--- src/rtl/alu_ctrl_seq.sv ---
// Registered ALU control decoder with MUL/DIV occupancy sequencing.
// Define ALU_CTRL_EXC_EN for a sticky, ex_ack-cleared illegal-funct exception.
module alu_ctrl_seq #(
  parameter int MUL_LAT = 4,
  parameter int DIV_LAT = 32,
  parameter int CNT_W   =
    $clog2((MUL_LAT > DIV_LAT) ? MUL_LAT : DIV_LAT)
) (
  input  logic       clk,
  input  logic       rst_n,
  input  logic       in_valid,
  output logic       in_ready,
  input  logic [1:0] ALUop,
  input  logic [5:0] funct,
  input  logic       flush,
  input  logic       ex_ack,
  output logic [3:0] control_out,
  output logic       ctrl_valid,
  output logic       mdu_start,
  output logic       mdu_done,
  output logic       stall,
  output logic       ex
);

  typedef enum logic {IDLE, BUSY} state_t;

  state_t           r_state, w_state_nxt;
  logic [CNT_W-1:0] r_cnt, w_cnt_nxt;
  logic [3:0]       r_code;
  logic             r_cv;
  logic             r_start;
  logic             r_ex;
  logic [3:0]       w_code;
  logic             w_ill;
  logic             w_mul;
  logic             w_div;
  logic             w_accept;
  logic             w_ex_pending;

  always_comb begin
    w_code = 4'd3;
    w_ill  = 1'b0;
    w_mul  = 1'b0;
    w_div  = 1'b0;
    unique case (1'b1)
      ALUop[0]:        w_code = 4'd6;
      ALUop == 2'b00:  w_code = 4'd2;
      ALUop == 2'b10: begin
        case (funct)
          6'h20: w_code = 4'd2;
          6'h22: w_code = 4'd6;
          6'h24: w_code = 4'd0;
          6'h25: w_code = 4'd1;
          6'h2A: w_code = 4'd7;
          6'h18: begin
            w_code = 4'd5;
            w_mul  = 1'b1;
          end
          6'h1A: begin
            w_code = 4'd4;
            w_div  = 1'b1;
          end
          6'h00: w_code = 4'd8;
          6'h02: w_code = 4'd9;
          6'h03: w_code = 4'd12;
          6'h26: w_code = 4'd10;
          6'h27: w_code = 4'd11;
          default: begin
            w_code = 4'd3;
            w_ill  = 1'b1;
          end
        endcase
      end
      default: w_code = 4'd3;
    endcase
  end

  assign in_ready = (r_state == IDLE) & ~w_ex_pending;
  assign w_accept = in_valid & in_ready & ~flush;
  assign stall    = (r_state == BUSY);
  // An aborted op never reports completion, even on its last cycle.
  assign mdu_done = (r_state == BUSY) & (r_cnt == '0) & ~flush;

  always_comb begin
    w_state_nxt = r_state;
    w_cnt_nxt   = r_cnt;
    if (flush) begin
      w_state_nxt = IDLE;
      w_cnt_nxt   = '0;
    end else begin
      unique case (r_state)
        IDLE: begin
          if (w_accept & (w_mul | w_div)) begin
            w_state_nxt = BUSY;
            w_cnt_nxt   = w_mul ? CNT_W'(MUL_LAT - 1)
                                : CNT_W'(DIV_LAT - 1);
          end
        end
        BUSY: begin
          if (r_cnt == '0) w_state_nxt = IDLE;
          else             w_cnt_nxt   = r_cnt - 1'b1;
        end
        default: w_state_nxt = IDLE;
      endcase
    end
  end

  always_ff @(posedge clk or negedge rst_n) begin
    if (!rst_n) begin
      r_state <= IDLE;
      r_cnt   <= '0;
    end else begin
      r_state <= w_state_nxt;
      r_cnt   <= w_cnt_nxt;
    end
  end

  always_ff @(posedge clk or negedge rst_n) begin
    if (!rst_n) begin
      r_code  <= 4'd3;
      r_cv    <= 1'b0;
      r_start <= 1'b0;
    end else begin
      r_cv    <= w_accept;
      r_start <= w_accept & (w_mul | w_div);
      if (flush)         r_code <= 4'd3;
      else if (w_accept) r_code <= w_code;
    end
  end

`ifdef ALU_CTRL_EXC_EN
  assign w_ex_pending = r_ex;

  always_ff @(posedge clk or negedge rst_n) begin
    if (!rst_n)                r_ex <= 1'b0;
    else if (w_accept & w_ill) r_ex <= 1'b1;
    else if (ex_ack)           r_ex <= 1'b0;
  end
`else
  logic w_unused;
  assign w_unused     = ex_ack;
  assign w_ex_pending = 1'b0;

  always_ff @(posedge clk or negedge rst_n) begin
    if (!rst_n) r_ex <= 1'b0;
    else        r_ex <= w_accept & w_ill;
  end
`endif

  assign control_out = r_code;
  assign ctrl_valid  = r_cv;
  assign mdu_start   = r_start;
  assign ex          = r_ex;

endmodule

--- config.mk ---
export PLATFORM = sky130hd
export DESIGN_NAME = alu_ctrl_seq
export DESIGN_NICKNAME = d
export VERILOG_FILES = /design/src/rtl/alu_ctrl_seq.sv
export SDC_FILE = /design/constraint.sdc
export NUM_CORES = 1
export LEC_CHECK = 0
export ABC_AREA = 1
export CORE_MARGIN = 4
export CORE_UTILIZATION = 40
export CTS_CLUSTER_SIZE = 10
export DETAILED_ROUTE_END_ITERATION = 16
export PLACE_DENSITY = 0.65
export SLEW_MARGIN = 40
export SYNTH_ARGS = -nofsm -noshare
export SYNTH_HDL_FRONTEND = slang
export SYNTH_SLANG_ARGS = --single-unit
--- constraint.sdc ---
create_clock -name clk -period 3.2 [get_ports clk]
set_input_delay 0.48 -clock clk [delete_from_list [all_inputs] [get_ports clk]]
set_output_delay 0.48 -clock clk [all_outputs]
set_load 0.03 [all_outputs]
### Word level (Yosys, flattened, before mapping)

Cells that the tools add are included.

| storage, ports and cells | value |
|---|---|
| register bits after elaboration | 13 |
| bits in latches | 0 |
| RAM bits | 0 |
| memory bits (read-only) | 0 |
| logic and storage cells | 55 |
| memories | 0 |

| cells by class | value |
|---|---|
| add/subtract/negate cells | 1 |
| multipliers | 0 |
| divide/modulo/power cells | 0 |
| $lt $le $gt $ge | 0 |
| equal/unequal tests | 14 |
| shift operators | 0 |
| mux-type cells | 19 |
| bitwise operators | 9 |
| reduce and logical (&&, ||, !) cells | 6 |

Operators by type and width:

| cell | count |
|---|---|
| 4-bit case mux with 12 select lines | 1 |
| 6-bit equality test, second input constant | 7 |
| 5-bit two-way mux | 4 |
| 6-bit by 2-bit equality test with 1-bit output, second input constant | 2 |
| 6-bit by 5-bit equality test with 1-bit output, second input constant | 2 |
| 4-bit case mux with 3 select lines | 1 |
| 12-bit OR reduction | 1 |
| 5-bit case mux with 2 select lines | 1 |
| 1-bit two-way mux | 9 |
| 4-bit two-way mux | 2 |
| 1-bit AND | 6 |
| 6-bit zero test | 1 |
| 5-bit zero test | 1 |
| 5-bit by 1-bit subtractor with 5-bit output, second input constant | 1 |
| 3-bit by 1-bit inequality test with 1-bit output, second input constant | 1 |
| 3-bit inequality test, second input constant | 1 |
| 2-bit equality test, second input constant | 1 |
| 2-bit zero test | 1 |
| 1-bit NOT | 2 |
| 1-bit case mux with 2 select lines | 1 |
| 2-bit AND reduction | 1 |
| 2-bit nonzero test | 1 |
| 1-bit OR | 1 |

### Depth between registers and ports, before layout

Gate-level depths: netlist (run 1).

| depth | value |
|---|---|
| depth after elaboration | 8 |
| gate-level depth with buffers | 10 |
| mapped depth without buffers | 10 |

### Worst setup path after synthesis (run 1)

No wires, ideal clock.

| path | value |
|---|---|
| path type | reg2out |
| start | register r_state (netlist: stall) |
| end | output port mdu_done |
| arrival | 1.454 ns |
| path slack | 1.266 ns |
| stages on the path, launching flop included | 3 |
| buffers on the path | 0 |
| path through | dfrtp_1 > inv_4 > nor3_1 |

| between the ends | value |
|---|---|
| word-level cells in the longest chain between the ends | 2 |

RTL lines:

| what | RTL line | source |
|---|---|---|
| from (decl) | 27 | `state_t r_state, w_state_nxt;` |
| from (signal assigned) | 113 | `r_state <= w_state_nxt;` |
| 1-bit AND (2 in a row) | 82 | `assign mdu_done = (r_state == BUSY) & (r_cnt == '0) & ~flush;` |
| to (decl) | 20 | `output logic mdu_done,` |

No other way between the ends.

### Final worst setup path (run 1)

| path | value |
|---|---|
| start | input port flush |
| end | output port mdu_done |

| between the ends | value |
|---|---|
| word-level cells in the longest chain between the ends | 2 |

RTL lines:

| what | RTL line | source |
|---|---|---|
| from (decl) | 15 | `input logic flush,` |
| 1-bit NOT | 82 |  |
| 1-bit AND | 82 |  |

No other way between the ends.

==> reports/qor.yml, run 1 <==
setup_path:
  path_class: "in -> out"
  rrSetupSlack_ns: 1.78
  critPathMostFrequentCell: "clkdlybuf4s50_1"
  timing.rr.end: "r_cnt[1]"
  critPathMaxFanout: 4
  worstReg2RegStart: "r_cnt[0]"
  path_cells: "clkdlybuf4s50_1, nor3_1, clkdlybuf4s50_1"
  critPathLaunchType: "input pin"
  worst_setup_path_end_kind: "output pin"
  cpPeakStageDelay_ns: 0.70
  arrival_ns: 1.95
  cpMaxStageDelayCell: "clkdlybuf4s50_1"
  worstPathRequired_ns: 2.72
  reg2reg_depth: 9
detailed_routing:
  drc_errors: 0
  post_drt_wl_per_cell_um: 10.56
  vias: 827
  via_per_inst: 4.893
  drt_iter0_markers: 15
  drt-total-wl_um: 1784
  drt_first_pass_iters: 4
  ant_nets: 0
pwr:
  powerDensity_nw_per_um2: 312.6
  leakage_nw: 0.5610
  ir_drop_uv: 304.9
synthesis:
  yosys_warnings: 0
  ys_async_sr_fraction_pct: 100.0
  syn_inst: 117
  syn-num-nets: 132
  yosysTopAreaCell: "dfrtp_1"
  netlist_area_um2: 905.9
  syn_avg_cell_area_um2: 7.742
  yosys.area.top_type_share_pct: 30.39
  yosys-top-cells-area: "dfrtp_1, nand2_1, nor2_4"
  yosys_register_bits: 13
  yosysUniqueCellTypes: 26
  synth_edf_count: 0
  synth_ff_type: "dfrtp_1"
  synth_seq_area_share_pct: 36.19
cells_and_area:
  areaGrowthSynthToFinish_pct: 29.83
  area.sequential_um2: 327.8
  nets: 158
  final_area_um2: 1176
  multi_input_comb_area_um2: 491.7
  drive_gt1_share_pct: 21.13
  antenna_cells: 0
  fillerInstances: 203
clock_tree:
  cts_resized: 0
  cts_root_buf: "clkbuf_4"
  clk_pin_slew_ns: 0.08
  tritoncts: "done"
  holdBufCountCts: 0
  insertion_delay_ns: 0.27
  clock_tree.buffer_depth: 2
  numCtsBuffers: 3
  post-cts-setup-buffers: 0
  clock-sinks: 13
  cts_max_level: 1
min_path:
  hold_path_depth: 2
  hold_class: "reg -> reg"
  min_to: "control_out[2]"
  hp-start: "control_out[2]"
floorplanning:
  initial_core_util_pct: 43.93
  rows: 16
  die_w_um: 55.59
  die_y_um: 55.59
  boundaryPins: 23
  coreArea_um2: 2062
  dieArea_um2: 3090
global_routing:
  antenna_found_initial: 0
  grt_pass1_vias: 814
  grt.total_usage_pct: 13.32
  grt_max_degree: 14
  grt_pass1_wl_um: 3325
  grt-ovfl-total: 0
sta:
  drv_slew: 0
  post-route-min-period_ns: 2.431
  fin_tns_setup_ns: 0
  setup_viol: 0
  fin_crit_sh_pct: 75.96
  finClkSkew_ns: 0.0008543
  worst_pin_slew_ns: 0.6044
  rsz0062_at_grt: "false"
  hold_violations: 0
  maxSlewHeadroom_pct: 59.58
  fmax_ghz: 0.4114
placed_design:
  placed_cell_area_um2: 1150
  place.port_buffers: 21
  dp_hpwl_um: 1534
  gp_congestion: 0.8131
job:
  maxCapViolCount: 0
run_status:
  status: "complete, no violations"
[critical path, delay by kind of cell]
kind,cells,cell delay (ns)
buffers and inverters,2,1.21
AND/OR/NAND/NOR,1,0.25
[Yosys cell counts (2+ instances only)]
cell	count
inv_2	4
nor2_4	5
nor3_1	2
o21ai_0	3
nand2_1	27
nand3_2	2
nor2_2	3
dfrtp_1	11
o21ai_2	2
inv_4	2
dfstp_2	2
nand2_4	2
nand3_1	11
o21ai_1	4
inv_1	12
a21oi_1	6
ha_1	2
nor2_1	9
[cells in the final DEF, fill, tap and decap left out, types with 3 or more instances in the layout]
cell	netlist	final
a21oi_1	6	6
clkbuf_4	0	3
clkdlybuf4s50_1	0	21
dfrtp_1	11	11
inv_1	12	12
inv_2	4	4
nand2_1	27	27
nand3_1	11	11
nor2_1	9	9
nor2_2	3	3
nor2_4	5	5
o21ai_0	3	3
o21ai_1	4	4
[worst max path at each step]
stage | startpoint | end | cells past startpoint
floorplan | stall | mdu_done | 2
global placement | flush | mdu_done | 3
detailed placement | flush | mdu_done | 3
CTS | flush | mdu_done | 3
global route | flush | mdu_done | 3
finish | flush | mdu_done | 3
[per-layer routing]
metal  routed length, µm  GRT usage [%]  up-vias
met5                   0              0        -
met4                   7          3.125        0
met2                 862          22.47       18
met1                 807          16.33      382
met3                 106          4.408        2
li1                    -              -      425
[sequential cells by signal, summed over array words and instances, names as in the netlist]
signal       cells
ctrl_valid       1
ex               1
stall            1
r_cnt            5
control_out      4
mdu_start        1
[logic make-up after synthesis]
logic type      share of synthesized area (%)
buf+inv                                 9.529
fa+ha+maj                               2.762
simple gates                            40.61
flops                                   36.19
compound gates                          10.91
[power by group]
group          switching [W]  leakage [nW]   total, W  internal (W)
Clock              0.0000503        0.0150  0.0000985     0.0000482
Sequential        0.00000588         0.163   0.000180      0.000174
Combinational      0.0000523         0.383  0.0000891     0.0000368
Total               0.000108         0.561   0.000368      0.000259
[cell type report]
class,count,area share (%)
multi-input combinational,84,41.81
sequential,13,27.87
timing repair buffer,21,17.87
inverter,20,7.340
tap,27,2.872
clock buffer,4,2.234
[metrics by stage]
stage          hold slack (ns)  util (%)  total power [W]  instances  setup WS (ns)
3_3_place_gp            0.4716     55.76        0.0002715        165         0.7897
3_5_place_dp            0.4785     55.76        0.0002733        165         0.7599
4_1_cts                 0.5030     57.04        0.0003737        169         0.7569
5_1_grt                 0.5313     57.04        0.0003927        169         0.7021
6_report                0.4984     57.04        0.0003676        169         0.7692
2_1_floorplan           0.1844         -        0.0002362        117          1.266
Note: power is estimated with default switching activity, not from simulation.
==> run 2: changes to the inputs <==
--- a/config.mk
+++ b/config.mk
@@ -10,7 +10,7 @@
 export CORE_UTILIZATION = 40
 export CTS_CLUSTER_SIZE = 10
 export DETAILED_ROUTE_END_ITERATION = 16
-export PLACE_DENSITY = 0.65
+export PLACE_DENSITY = 0.68
 export SLEW_MARGIN = 40
 export SYNTH_ARGS = -nofsm -noshare
 export SYNTH_HDL_FRONTEND = slang
==> constraint.sdc (replaced) <==
create_clock -name clk -period 2.2 [get_ports clk]
set_input_delay 0.33 -clock clk [delete_from_list [all_inputs] [get_ports clk]]
set_output_delay 0.33 -clock clk [all_outputs]
set_load 0.03 [all_outputs]
==> reports/qor.yml, run 2 (synthesis results as in run 1) <==
sta:
  fin_crit_sh_pct: 86.27
  fmax_ghz: 0.5269
  fin_tns_setup_ns: 0  # unchanged
  rsz0062_at_grt: "false"  # unchanged
  maxSlewHeadroom_pct: 59.35  # was 59.58%
  drv_slew: 0  # unchanged
  post-route-min-period_ns: 1.898
  setup_viol: 0  # unchanged
  hold_violations: 0  # unchanged
  worst_pin_slew_ns: 0.6078  # was 0.6044 ns
  finClkSkew_ns: 0.01030  # was 0.0008543 ns
min_path:
  hold_class: "in -> async"  # was reg -> reg
cells_and_area:
  area.sequential_um2: 327.8  # unchanged
  fillerInstances: 194  # was 203
  layout_commonest_cell: "nand2_1"  # unchanged
  nets: 159  # was 158
  multi_input_comb_area_um2: 491.7  # unchanged
  largest_reg_flops: 5  # unchanged
  largest_register: "r_cnt"  # unchanged
  areaGrowthSynthToFinish_pct: 30.52  # was 29.83%
  drive_gt1_share_pct: 21.68  # was 21.13%
  final_cell_mix: "nand2_1, clkdlybuf4s50_1, inv_1"  # unchanged
  antenna_cells: 0  # unchanged
setup_path:
  reg2reg_depth: 9  # unchanged
  rrSetupSlack_ns: 0.77  # was 1.78 ns
  arrival_ns: 1.57  # was 1.95 ns
  timing.rr.end: "r_cnt[1]"  # unchanged
  path_class: "reg -> out"  # was in -> out
  worst_setup_path_end_kind: "output pin"  # unchanged
  critPathMaxFanout: 4  # unchanged
  worstPathRequired_ns: 1.87  # was 2.72 ns
  worstReg2RegStart: "r_cnt[0]"  # unchanged
  critPathLaunchType: "flop"  # was input pin
global_routing:
  grt_pass1_vias: 773  # was 814
  grt_max_degree: 14  # unchanged
  grt.total_usage_pct: 13.06  # was 13.32%
  antenna_found_initial: 0  # unchanged
  grt-ovfl-total: 0  # unchanged
  grt_pass1_wl_um: 3222  # was 3325 µm
detailed_routing:
  drt_first_pass_iters: 4  # unchanged
  drc_errors: 0  # unchanged
  drt_iter0_markers: 8  # was 15
  drt-total-wl_um: 1819  # was 1784 µm
  via_per_inst: 4.871  # was 4.893
  post_drt_wl_per_cell_um: 10.70  # was 10.56 µm
  vias: 828  # was 827
  ant_nets: 0  # unchanged
clock_tree:
  clock-sinks: 13  # unchanged
  tritoncts: "done"  # unchanged
  cts_max_level: 1  # unchanged
  numCtsBuffers: 3  # unchanged
  clock_tree.buffer_depth: 2  # unchanged
  post-cts-setup-buffers: 0  # unchanged
  clk_pin_slew_ns: 0.08  # about the same
  insertion_delay_ns: 0.28  # was 0.27 ns
  cts_root_buf: "clkbuf_4"  # unchanged
floorplanning:
  coreArea_um2: 2062  # unchanged
  initial_core_util_pct: 43.93  # unchanged
  die_w_um: 55.59  # unchanged
  die_y_um: 55.59  # unchanged
  rows: 16  # unchanged
  boundaryPins: 23  # unchanged
  dieArea_um2: 3090  # unchanged
pwr:
  p_int_w: 0.0003783  # was 0.0002592 W
  comb_power_share_pct: 24.3  # was 24.2%
  power.share.clock_pct: 27.3  # was 26.8%
  p_sw_share_pct: 29.99  # was 29.50%
  leakage_nw: 0.5706  # was 0.5610 nW
  p_total_w: 0.0005404  # was 0.0003676 W
  powerDensity_nw_per_um2: 457.0  # was 312.6 nW/µm²
  pwr-share-seq_pct: 48.4  # was 49.0%
  ir_drop_uv: 195.7  # was 304.9 µV
  p_switching_w: 0.0001621  # was 0.0001085 W
run_status:
  status: "complete, no violations"  # unchanged
placed_design:
  dp_hpwl_um: 1533  # was 1534 µm
  place.port_buffers: 21  # unchanged
  gp_congestion: 0.8604  # was 0.8131
job:
  maxCapViolCount: 0  # unchanged
## run 2: cell count changes in the layout (fill, tap and decap cells not counted)
cell,before,now
clkdlybuf4s50_1,21,20
dlygate4sd2_1,0,1
buf_4,0,1
## run 2: power by group through the flow
stage | sequential (W) | combinational, W | clock (W)
floorplan | 0.000274 | 0.0000694 | 0
global placement | 0.000266 | 0.000130 | 0
detailed placement | 0.000266 | 0.000133 | 0
CTS | 0.000262 | 0.000133 | 0.000154
global route | 0.000263 | 0.000148 | 0.000169
finish | 0.000261 | 0.000131 | 0.000147
## run 2: repair_timing
item | in CTS | in global routing
gates resized for setup | 1 | 0
endpoints found under the setup margin | 1 | 0
hold buffers | 0 | 0
endpoints found under the hold margin | 0 | 0
## run 2: how the worst max path moves through the flow
stage | start | end | slack [ns] | cells past startpoint
floorplan | stall | mdu_done | 0.42 | 2
global route | r_cnt[0] | mdu_done | 0.18 | 5
finish | r_cnt[0] | mdu_done | 0.30 | 5
global placement | flush | mdu_done | 0.25 | 3
detailed placement | flush | mdu_done | 0.24 | 3
CTS | r_cnt[0] | mdu_done | 0.28 | 5
## run 2: cell type report
cell class | instances | area share, %
timing repair buffer | 22 | 18.31
sequential | 13 | 27.72
clock buffer | 4 | 2.222
tap | 27 | 2.857
inverter | 20 | 7.302
multi-input combinational | 84 | 41.59
## run 2: routing by layer
layer | global-route usage, % | up-vias | share of wire, %
li1 | - | 426 | -
met4 | 9.375 | 0 | 2.9
met3 | 1.624 | 4 | 3.6
met5 | 0 | - | 0
met2 | 22.64 | 16 | 50
met1 | 14.55 | 382 | 43
## run 2: through the flow
step	hold slack [ns]	setup WS [ns]	std cells	util, %	area, µm²
3_5_place_dp	0.4745	0.2371	166	56.13	1157
2_1_floorplan	0.03441	0.4156	117	-	905.9
4_1_cts	0.4376	0.2761	170	57.34	1182
6_report	0.4241	0.3020	170	57.34	1182
5_1_grt	0.4733	0.1847	170	57.34	1182
3_3_place_gp	0.4661	0.2477	166	56.13	1157
## run 2: critical path: stages (launching register included)
cell,delay [ns]
dfrtp_1,0.38
inv_1,0.11
ha_1,0.15
nand3_1,0.10
nor3_1,0.13
dlygate4sd2_1,0.42
